[config.mk]
export PLATFORM = sky130hd
export DESIGN_NAME = sequential_divider
export DESIGN_NICKNAME = d
export VERILOG_FILES = /design/src/rtl/sequential_divider.sv
export SDC_FILE = /design/constraint.sdc
export NUM_CORES = 1
export LEC_CHECK = 0
export ABC_AREA = 1
export CAP_MARGIN = 15
export CORE_MARGIN = 10
export CORE_UTILIZATION = 58
export DETAILED_ROUTE_END_ITERATION = 7
export GPL_TIMING_DRIVEN = 0
export PLACE_DENSITY = 0.82
export SYNTH_ARGS = -nofsm -noshare
export SYNTH_HDL_FRONTEND = slang
export SYNTH_SLANG_ARGS = --single-unit
[constraint.sdc]
create_clock -name clk -period 3.15 [get_ports clk]
set_input_delay 0.945 -clock clk [delete_from_list [all_inputs] [get_ports clk]]
set_output_delay 0.945 -clock clk [all_outputs]
set_load 0.02 [all_outputs]
[src/rtl/sequential_divider.sv]
// Iterative signed divider: one restoring shift-subtract step per clock, WIDTH+1 busy cycles.
// Quotient truncates toward zero; remainder takes the sign of the dividend.
module sequential_divider #(
  parameter int WIDTH = 32
) (
  input  logic             clk,
  input  logic             reset,
  input  logic             start,
  input  logic [WIDTH-1:0] dividend,
  input  logic [WIDTH-1:0] divisor,
  output logic             busy,
  output logic             done,
  output logic [WIDTH-1:0] quotient,
  output logic [WIDTH-1:0] remainder,
  output logic             div_by_zero
);

  localparam int CW = $clog2(WIDTH + 1);

  typedef enum logic [1:0] {IDLE, CALC, FIX} state_t;

  state_t           state_q, state_d;
  logic [WIDTH-1:0] dvd_q, dvd_d;
  logic [WIDTH-1:0] dvs_q, dvs_d;
  logic [WIDTH-1:0] rem_q, rem_d;
  logic [CW-1:0]    cnt_q, cnt_d;
  logic             qneg_q, qneg_d;
  logic             rneg_q, rneg_d;
  logic             zero_q, zero_d;
  logic             busy_q, busy_d;
  logic             done_q, done_d;
  logic             dbz_q, dbz_d;
  logic [WIDTH-1:0] quotient_q, quotient_d;
  logic [WIDTH-1:0] remainder_q, remainder_d;
  logic [WIDTH:0]   rem_sh, diff;

  always_comb begin
    state_d     = state_q;
    dvd_d       = dvd_q;
    dvs_d       = dvs_q;
    rem_d       = rem_q;
    cnt_d       = cnt_q;
    qneg_d      = qneg_q;
    rneg_d      = rneg_q;
    zero_d      = zero_q;
    busy_d      = busy_q;
    done_d      = 1'b0;
    dbz_d       = dbz_q;
    quotient_d  = quotient_q;
    remainder_d = remainder_q;
    // dvd_q shifts dividend bits out of the top and quotient bits in at the bottom
    rem_sh      = {rem_q, dvd_q[WIDTH-1]};
    diff        = rem_sh - {1'b0, dvs_q};
    case (state_q)
      IDLE: begin
        if (start) begin
          dvd_d   = dividend[WIDTH-1] ? -dividend : dividend;
          dvs_d   = divisor[WIDTH-1]  ? -divisor  : divisor;
          qneg_d  = dividend[WIDTH-1] ^ divisor[WIDTH-1];
          rneg_d  = dividend[WIDTH-1];
          zero_d  = (divisor == '0);
          rem_d   = '0;
          cnt_d   = '0;
          busy_d  = 1'b1;
          state_d = CALC;
        end
      end
      CALC: begin
        dvd_d = {dvd_q[WIDTH-2:0], ~diff[WIDTH]};
        rem_d = diff[WIDTH] ? rem_sh[WIDTH-1:0] : diff[WIDTH-1:0];
        cnt_d = cnt_q + 1'b1;
        if (cnt_q == CW'(WIDTH - 1)) state_d = FIX;
      end
      FIX: begin
        // With a zero divisor every trial passes, so rem_q ends as |dividend|
        quotient_d  = zero_q ? '1 : (qneg_q ? -dvd_q : dvd_q);
        remainder_d = rneg_q ? -rem_q : rem_q;
        dbz_d       = zero_q;
        done_d      = 1'b1;
        busy_d      = 1'b0;
        state_d     = IDLE;
      end
      default: state_d = IDLE;
    endcase
  end

  always_ff @(posedge clk) begin
    if (reset) begin
      state_q     <= IDLE;
      dvd_q       <= '0;
      dvs_q       <= '0;
      rem_q       <= '0;
      cnt_q       <= '0;
      qneg_q      <= 1'b0;
      rneg_q      <= 1'b0;
      zero_q      <= 1'b0;
      busy_q      <= 1'b0;
      done_q      <= 1'b0;
      dbz_q       <= 1'b0;
      quotient_q  <= '0;
      remainder_q <= '0;
    end else begin
      state_q     <= state_d;
      dvd_q       <= dvd_d;
      dvs_q       <= dvs_d;
      rem_q       <= rem_d;
      cnt_q       <= cnt_d;
      qneg_q      <= qneg_d;
      rneg_q      <= rneg_d;
      zero_q      <= zero_d;
      busy_q      <= busy_d;
      done_q      <= done_d;
      dbz_q       <= dbz_d;
      quotient_q  <= quotient_d;
      remainder_q <= remainder_d;
    end
  end

  assign busy        = busy_q;
  assign done        = done_q;
  assign quotient    = quotient_q;
  assign remainder   = remainder_q;
  assign div_by_zero = dbz_q;

endmodule

==> results of run 1 <==
## synthesized netlist by cell type (3+ instances only)
master      n  share of area, %
o211ai_1   12              0.72
o21ai_2     5              0.35
a22oi_1    12              0.72
or2_2       4              0.20
a21oi_1   129               5.2
nor3_1     23              0.92
dfxtp_1   174                28
buf_6       4              0.36
o221ai_1   12              0.84
nand2_1   559                17
a32o_1      4              0.32
nor3_2      3              0.24
inv_2      22              0.66
clkbuf_1   53               1.6
o22ai_1     3              0.15
nand3_1   187               7.5
o21ai_1    13              0.52
xnor2_1    20               1.4
nand2_4     4              0.36
buf_2       6              0.24
a221oi_1    3              0.21
o21bai_1    3              0.18
ha_1       37               3.7
nor2_1    192               5.8
o21ai_0   106               4.2
buf_1       9              0.27
a21o_1      3              0.18
nor2_2      5              0.25
xor2_1     42               2.9
nor4_1      7              0.35
nand4_1    22               1.1
inv_1     301               9.0
a31oi_1    30               1.5
nand3b_1   16              0.96
nand2_2     9              0.45
## critical path, cell delays in order
cell             delay (ns)
clkdlybuf4s50_1        0.54
nand2_1                0.08
nor2_2                 0.45
clkbuf_1               0.46
buf_1                  0.54
a31oi_1                0.16
## worst max-delay path by stage
stage                            to  cells after the start
after CTS                  dvs_q[1]                      6
after global routing      dvs_q[28]                     14
after detailed placement   dvs_q[1]                      6
after global placement     dvs_q[1]                      6
final                      dvs_q[1]                      6
after floorplan           dvs_q[28]                     13
## placed cells by master (no fill, tap or decap), types with 20 or more instances in the layout
cell	synthesis	layout
clkbuf_1	53	53
xnor2_1	20	20
nand3_1	187	187
a21oi_1	129	129
inv_1	301	301
nand4_1	22	22
dfxtp_1	174	174
inv_2	22	22
o21ai_0	106	106
a31oi_1	30	30
ha_1	37	37
nand2_1	559	559
nor2_1	192	191
nor3_1	23	23
xor2_1	42	42
clkdlybuf4s50_1	0	131
## through the flow
stage	hold slack [ns]	setup TNS [ns]
global placement	0.4412	-8.338
floorplan	0.4389	0
CTS	0.4589	0
global route	0.4792	0
detailed placement	0.4443	-10.26
finish	0.4566	0
## cells by family after synthesis
group / share of synthesized area, %
adder cells (fa/ha/maj): 3.866
buffers and inverters: 12.20
AO/OA/AOI/OAI: 15.94
AND/OR/NAND/NOR: 35.77
XOR/XNOR: 4.347
flip-flops: 27.88
## cell type report
class | count | area (µm²)
well taps | 275 | 344.1
flip-flops and latches | 174 | 3483
inverters | 324 | 1216
repair buffers | 131 | 1311
clock inverters | 14 | 148.9
multi-input cells | 1486 | 7487
clock buffers | 18 | 439.2
fillers | 1973 | 6350
plain buffers | 72 | 307.8
## per-layer routing
layer	global-route usage, %	wire [µm]
met3	4.542	3089
met1	35.69	17490
met4	19.05	2655
met5	0	0
met2	52.16	20870
## registers in the layout, summed over array words and instances, names as in the netlist, 2 cells and up
signal and flops:
dvd_q 32, dvs_q 32, quotient 32, rem_q 32
remainder 32, cnt_q 6, state_q 2
## where the power goes
| part | switching [mW] | total [mW] | leakage [nW] | internal, mW |
|---|---|---|---|---|
| Sequential | 0.446 | 2.88 | 1.42 | 2.44 |
| Clock | 1.02 | 2.16 | 0.281 | 1.14 |
| Combinational | 6.21 | 9.42 | 5.32 | 3.21 |
==> metrics, run 1 <==
Setup Skew ~0.018 ns; kind of start point of the critical path primary input; vias in the first global route roughly 13000; nets@finish 2311; Final WS setup approximately 0.26 ns; largest net degree at the start of global routing 18; crit path from start; post-route cell area 14740 µm²; 1st-iter DRT viols around 1500; WL per Instance about 18 µm; endpoints failing setup 0; DIE HEIGHT 166.8 µm; first drt pass iteration count 7; Post-Syn Area approximately 12000 µm²; library cells used by synthesis 51; GPL Wtd Cong between 1 and 1.5; die area 27810 µm²; Slew HR 42.59%; Worst R2R Start dvd_q[31]; Post-CTS Setup Bufs 0; Post-synth EDFFs 0; clk sinks 174; Syn. warnings 0; DP HPWL ~35000 µm; Num CTS Buffers 17; RSZ-0062 raised after global routing false; Hold Buf Count CTS 0; Area after DPL 14150 µm²; total gr overflow 0; Hold Path Depth 2; crit end category flip-flop; outcome finished clean; fmax 346.1 MHz; final core occ 69.89%; FF-to-FF path depth 17; Core Rows 53; Final Non-Filler Cells approximately 2500; flops & latches, synth between 150 and 200; layout cells sized above 1 4.822%; max_cap viols 0; ys async rst share 0%; vias per cell between 5 and 6; Setup Crit Path Kind in -> reg; crit path DAT approximately 3.2 ns; Hold Path Sink remainder[0]; Starting Density roughly three fifths; Core Region ~21000 µm²; cell area power density approximately 980 nW/µm²; Vias 14140; port buffer count roughly 130; Final Hold Fails 0; ant diodes 0; Post-CTS Resized 0; H-tree depth 4; part of the cycle the worst path needs 91.73%; Global Route Usage Sum approximately 31%; post-synthesis sequential area ratio ~28%; clk_lat worst skew around 0.45 ns; Leak roughly 7 nW; worst-margin pin slew 0.8580 ns; Clk pin slew, worst setup/hold paths roughly 0.08 ns; Die W 166.8 µm; final WL approximately 44000 µm; total power roughly 14 mW; Place WS -0.3701 ns; R2R Path End rem_q[31]; I/O pins roughly 130; final slew viol count 0; DRC 0; Required @ worst endpoint roughly 3.4 ns; Routed Antenna Nets 0; maximum clock insertion buffer count 2; Hold WC Path Type reg -> reg; Hold Startpoint remainder[0]; P&R area growth vs syn 17.98%; CTS tree yes; Post-Place Cells about 2500; CP Max Fanout 10; syn nets about 2200; maximum VDD drop 0.6239 mV; global-route wire length before repair between 70000 and 80000 µm; Synth Flop Type dfxtp_1; Syn Area/Cell a little over 6 µm²; Clock Root Buffer clkbuf_16; Tmin final approximately 2.9 ns; initial antenna violation count 0; flop2flop setup slack 0.43 ns; Syn Inst Count just over 2000
Note: power is estimated with default switching activity, not from simulation.
==> run 2, diff against run 1 <==
--- a/config.mk
+++ b/config.mk
@@ -5,12 +5,11 @@
 export SDC_FILE = /design/constraint.sdc
 export NUM_CORES = 1
 export LEC_CHECK = 0
-export ABC_AREA = 1
 export CAP_MARGIN = 15
-export CORE_MARGIN = 10
-export CORE_UTILIZATION = 58
+export CORE_UTILIZATION = 57
 export DETAILED_ROUTE_END_ITERATION = 7
 export GPL_TIMING_DRIVEN = 0
+export MAX_ROUTING_LAYER = met4
 export PLACE_DENSITY = 0.82
 export SYNTH_ARGS = -nofsm -noshare
 export SYNTH_HDL_FRONTEND = slang
==> metrics, run 2 <==
outcome finished with violations; failing checks design-rule violations; Setup Crit Path Kind in -> reg; Final Hold Fails 0 (unchanged); adder-cell share of the synthesized area 4.513% (+0.65 points); WL per Instance 18.26 µm (+3.3%); Post-Syn Area 10700 µm² (-14%); Hold Path Depth 2 (unchanged); Area after DPL 12320 µm² (-13%); worst-margin pin slew 0.7082 ns (-0.1498 ns); switching power total 5.218 mW (-32%); Hold Startpoint remainder[25]; Comb pwr share 56.8% (-8.3 points); ys async rst share 0% (unchanged); Slew HR 52.78% (+10 points); Required @ worst endpoint 3.53 ns (+0.09 ns); flop2flop setup slack 0.08 ns (-0.35 ns); Num CTS Buffers 17 (unchanged); cell taking the most area after synthesis dfxtp_1; ant diodes 0 (unchanged); global-route wire length before repair 49860 µm (-29%); nets@finish 1601 (-31%); Synth Area in Compound Gates 26.27% (+10 points); Post-Synth Simple-Gate Area 18.38% (-17 points); Synth Flop Type dfxtp_1; Setup Skew 0.008386 ns (-0.009754 ns); total gr overflow 0 (unchanged); Yosys top cell area share 32.55% (+4.7 points); Hold WC Path Type reg -> reg; vias per cell 6.140 (+8.3%); Post-synth EDFFs 0 (unchanged); flops & latches, synth 174 (unchanged); Syn. warnings 0 (unchanged); Starting Density 58.77% (-0.47 points); Clock Root Buffer clkbuf_16; proportion of synthesized area in mux cells 2.163% (+2.2 points); GPL Wtd Cong 0.9225 (-8.6%); P&R area growth vs syn 24.32%; die area 19330 µm² (-30%); Leak 4.921 nW (-30%); syn nets 1437 (-34%); Final Non-Filler Cells 1738 (-30%); final slew viol count 0 (unchanged); most common cell in the synthesized netlist dfxtp_1; DRC 12 (+12); CTS tree yes; clk sinks 174 (unchanged); sw frac 44.70% (-8.4 points); CP Max Fanout 4 (-6); largest family of logic cells by synthesized area compound AO/OA/AOI/OAI gates; Tmin final 3.089 ns (+0.1993 ns); FF-to-FF path depth 14 (-3); Clk pwr share 18.2% (+3.3 points); fmax 323.8 MHz (-6.5%); port buffer count 133 (+1.5%); internal power 6.455 mW (-4.9%); maximum VDD drop 0.5961 mV (-4.5%); synth top area cells dfxtp_1 (33%), xnor2_1 (5.9%), xor2_1 (5.4%); Hold Buf Count CTS 0 (unchanged); crit end category flip-flop; DP HPWL 23920 µm (-33%); Syn Area/Cell 8.034 µm² (+32%); I/O pins 134 (unchanged); Final WS setup 0.06130 ns (-0.1993 ns); layout cells sized above 1 8.416% (+3.6 points); max_cap viols 0 (unchanged); largest net degree at the start of global routing 19 (+1); post-synthesis xor/xnor area fraction 11.29% (+6.9 points); vias in the first global route 9750 (-28%); cell area power density 877.4 nW/µm² (-11%); Worst R2R Start dvd_q[31]; Hold Path Sink remainder[25]; clk_lat worst skew 0.44 ns (about the same); commonest non-fill, non-tap cell in the layout dfxtp_1; kind of start point of the critical path primary input; endpoints failing setup 0 (unchanged); Routed Antenna Nets 0 (unchanged); top post-synthesis cells by count dfxtp_1 (174), nor2_1 (140), nand2_1 (135); 1st-iter DRT viols 1137 (-23%); Core Rows 49 (-7.5%); crit path DAT 3.47 ns (+0.29 ns); most frequent cells in the layout dfxtp_1 (165), nor2_1 (138), nand2_1 (134); post-synthesis sequential area ratio 32.55% (+4.7 points); Core Region 18210 µm² (-14%); final WL 31740 µm (-28%); Clk pin slew, worst setup/hold paths 0.07 ns (about the same); fillers 1406 (-29%); Die W 139.0 µm (-17%); part of the cycle the worst path needs 98.05% (+6.3 points); Syn Inst Count 1332 (-35%); Post-Place Cells 1694 (-31%); R2R Path End rem_q[15]; Vias 10670 (-25%); Place WS -0.6427 ns (-0.2726 ns); first drt pass iteration count 8 (+1); power share of the sequential group 25.0% (+5.1 points); DIE HEIGHT 139.0 µm (-17%); post-route cell area 13300 µm² (-9.7%); initial antenna violation count 0 (unchanged); maximum clock insertion buffer count 2 (unchanged); library cells used by synthesis 73 (+43%); total power 11.67 mW (-19%); Global Route Usage Sum 33.33% (+2.6 points); H-tree depth 4 (unchanged)
-- run 2: logic make-up after synthesis --
family          count (synthesis)
buf+inv                       132
simple gates                  417
flops                         174
mux                            23
xor+xnor                      138
compound gates                410
fa+ha+maj                      38
-- run 2: metrics by stage --
step	util (%)	hold WS [ns]	TNS [ns]
2_1_floorplan	-	0.4319	0
3_3_place_gp	67.66	0.4417	-25.65
3_5_place_dp	67.66	0.4484	-29.59
4_1_cts	71.88	0.4583	0
5_1_grt	73.06	0.4811	-0.06018
6_report	73.06	0.4597	0
-- run 2: final cells by class --
cell class / instances / area [µm²] / share of cell area [%]
inverter: 47 / 176.4 / 1.326
multi-input combinational: 1026 / 6959 / 52.31
timing repair buffer: 146 / 1441 / 10.83
clock inverter: 15 / 167.7 / 1.260
clock buffer: 17 / 425.4 / 3.198
buffer: 84 / 350.3 / 2.633
sequential: 174 / 3497 / 26.29
tap: 229 / 286.5 / 2.154
-- run 2: repair_timing --
action	in CTS	in global routing
pin swaps	9	8
resized for setup	27	45
setup buffers	7	6
endpoints found under the setup margin	51	50
cloned	0	0
-- run 2: power by group through the flow --
stage | Combinational, mW | Clock, mW | Sequential, mW
CTS | 6.29 | 2.13 | 2.88
detailed placement | 6.09 | 0 | 2.92
floorplan | 4.86 | 0 | 2.74
global placement | 5.99 | 0 | 2.91
global route | 7.15 | 2.22 | 2.93
finish | 6.63 | 2.13 | 2.92
-- run 2: worst max-delay path by stage --
stage	startpoint	to	depth (start not counted)
global route	divisor[4]	dvs_q[29]	8
finish	divisor[22]	dvs_q[31]	7
global placement	divisor[0]	dvs_q[26]	12
floorplan	divisor[0]	dvs_q[26]	11
CTS	divisor[20]	dvs_q[31]	7
detailed placement	dividend[8]	dvd_q[28]	10
-- run 2: routing by layer --
metal / vias to the layer above / track usage (%) / wire, µm
li1: 5137 / - / -
met1: 4995 / 46.42 / 14560
met2: 489 / 48.41 / 13830
met3: 50 / 5.456 / 2698
met4: 0 / 11.87 / 661
met5: - / - / 0
-- run 2: worst max-delay path, stage by stage --
cell and delay [ns]:
clkdlybuf4s50_1 0.45, or4_4 0.60, or3_4 0.39, or3_1 0.33, or3_1 0.37, o32a_1 0.31
nor2_1 0.08
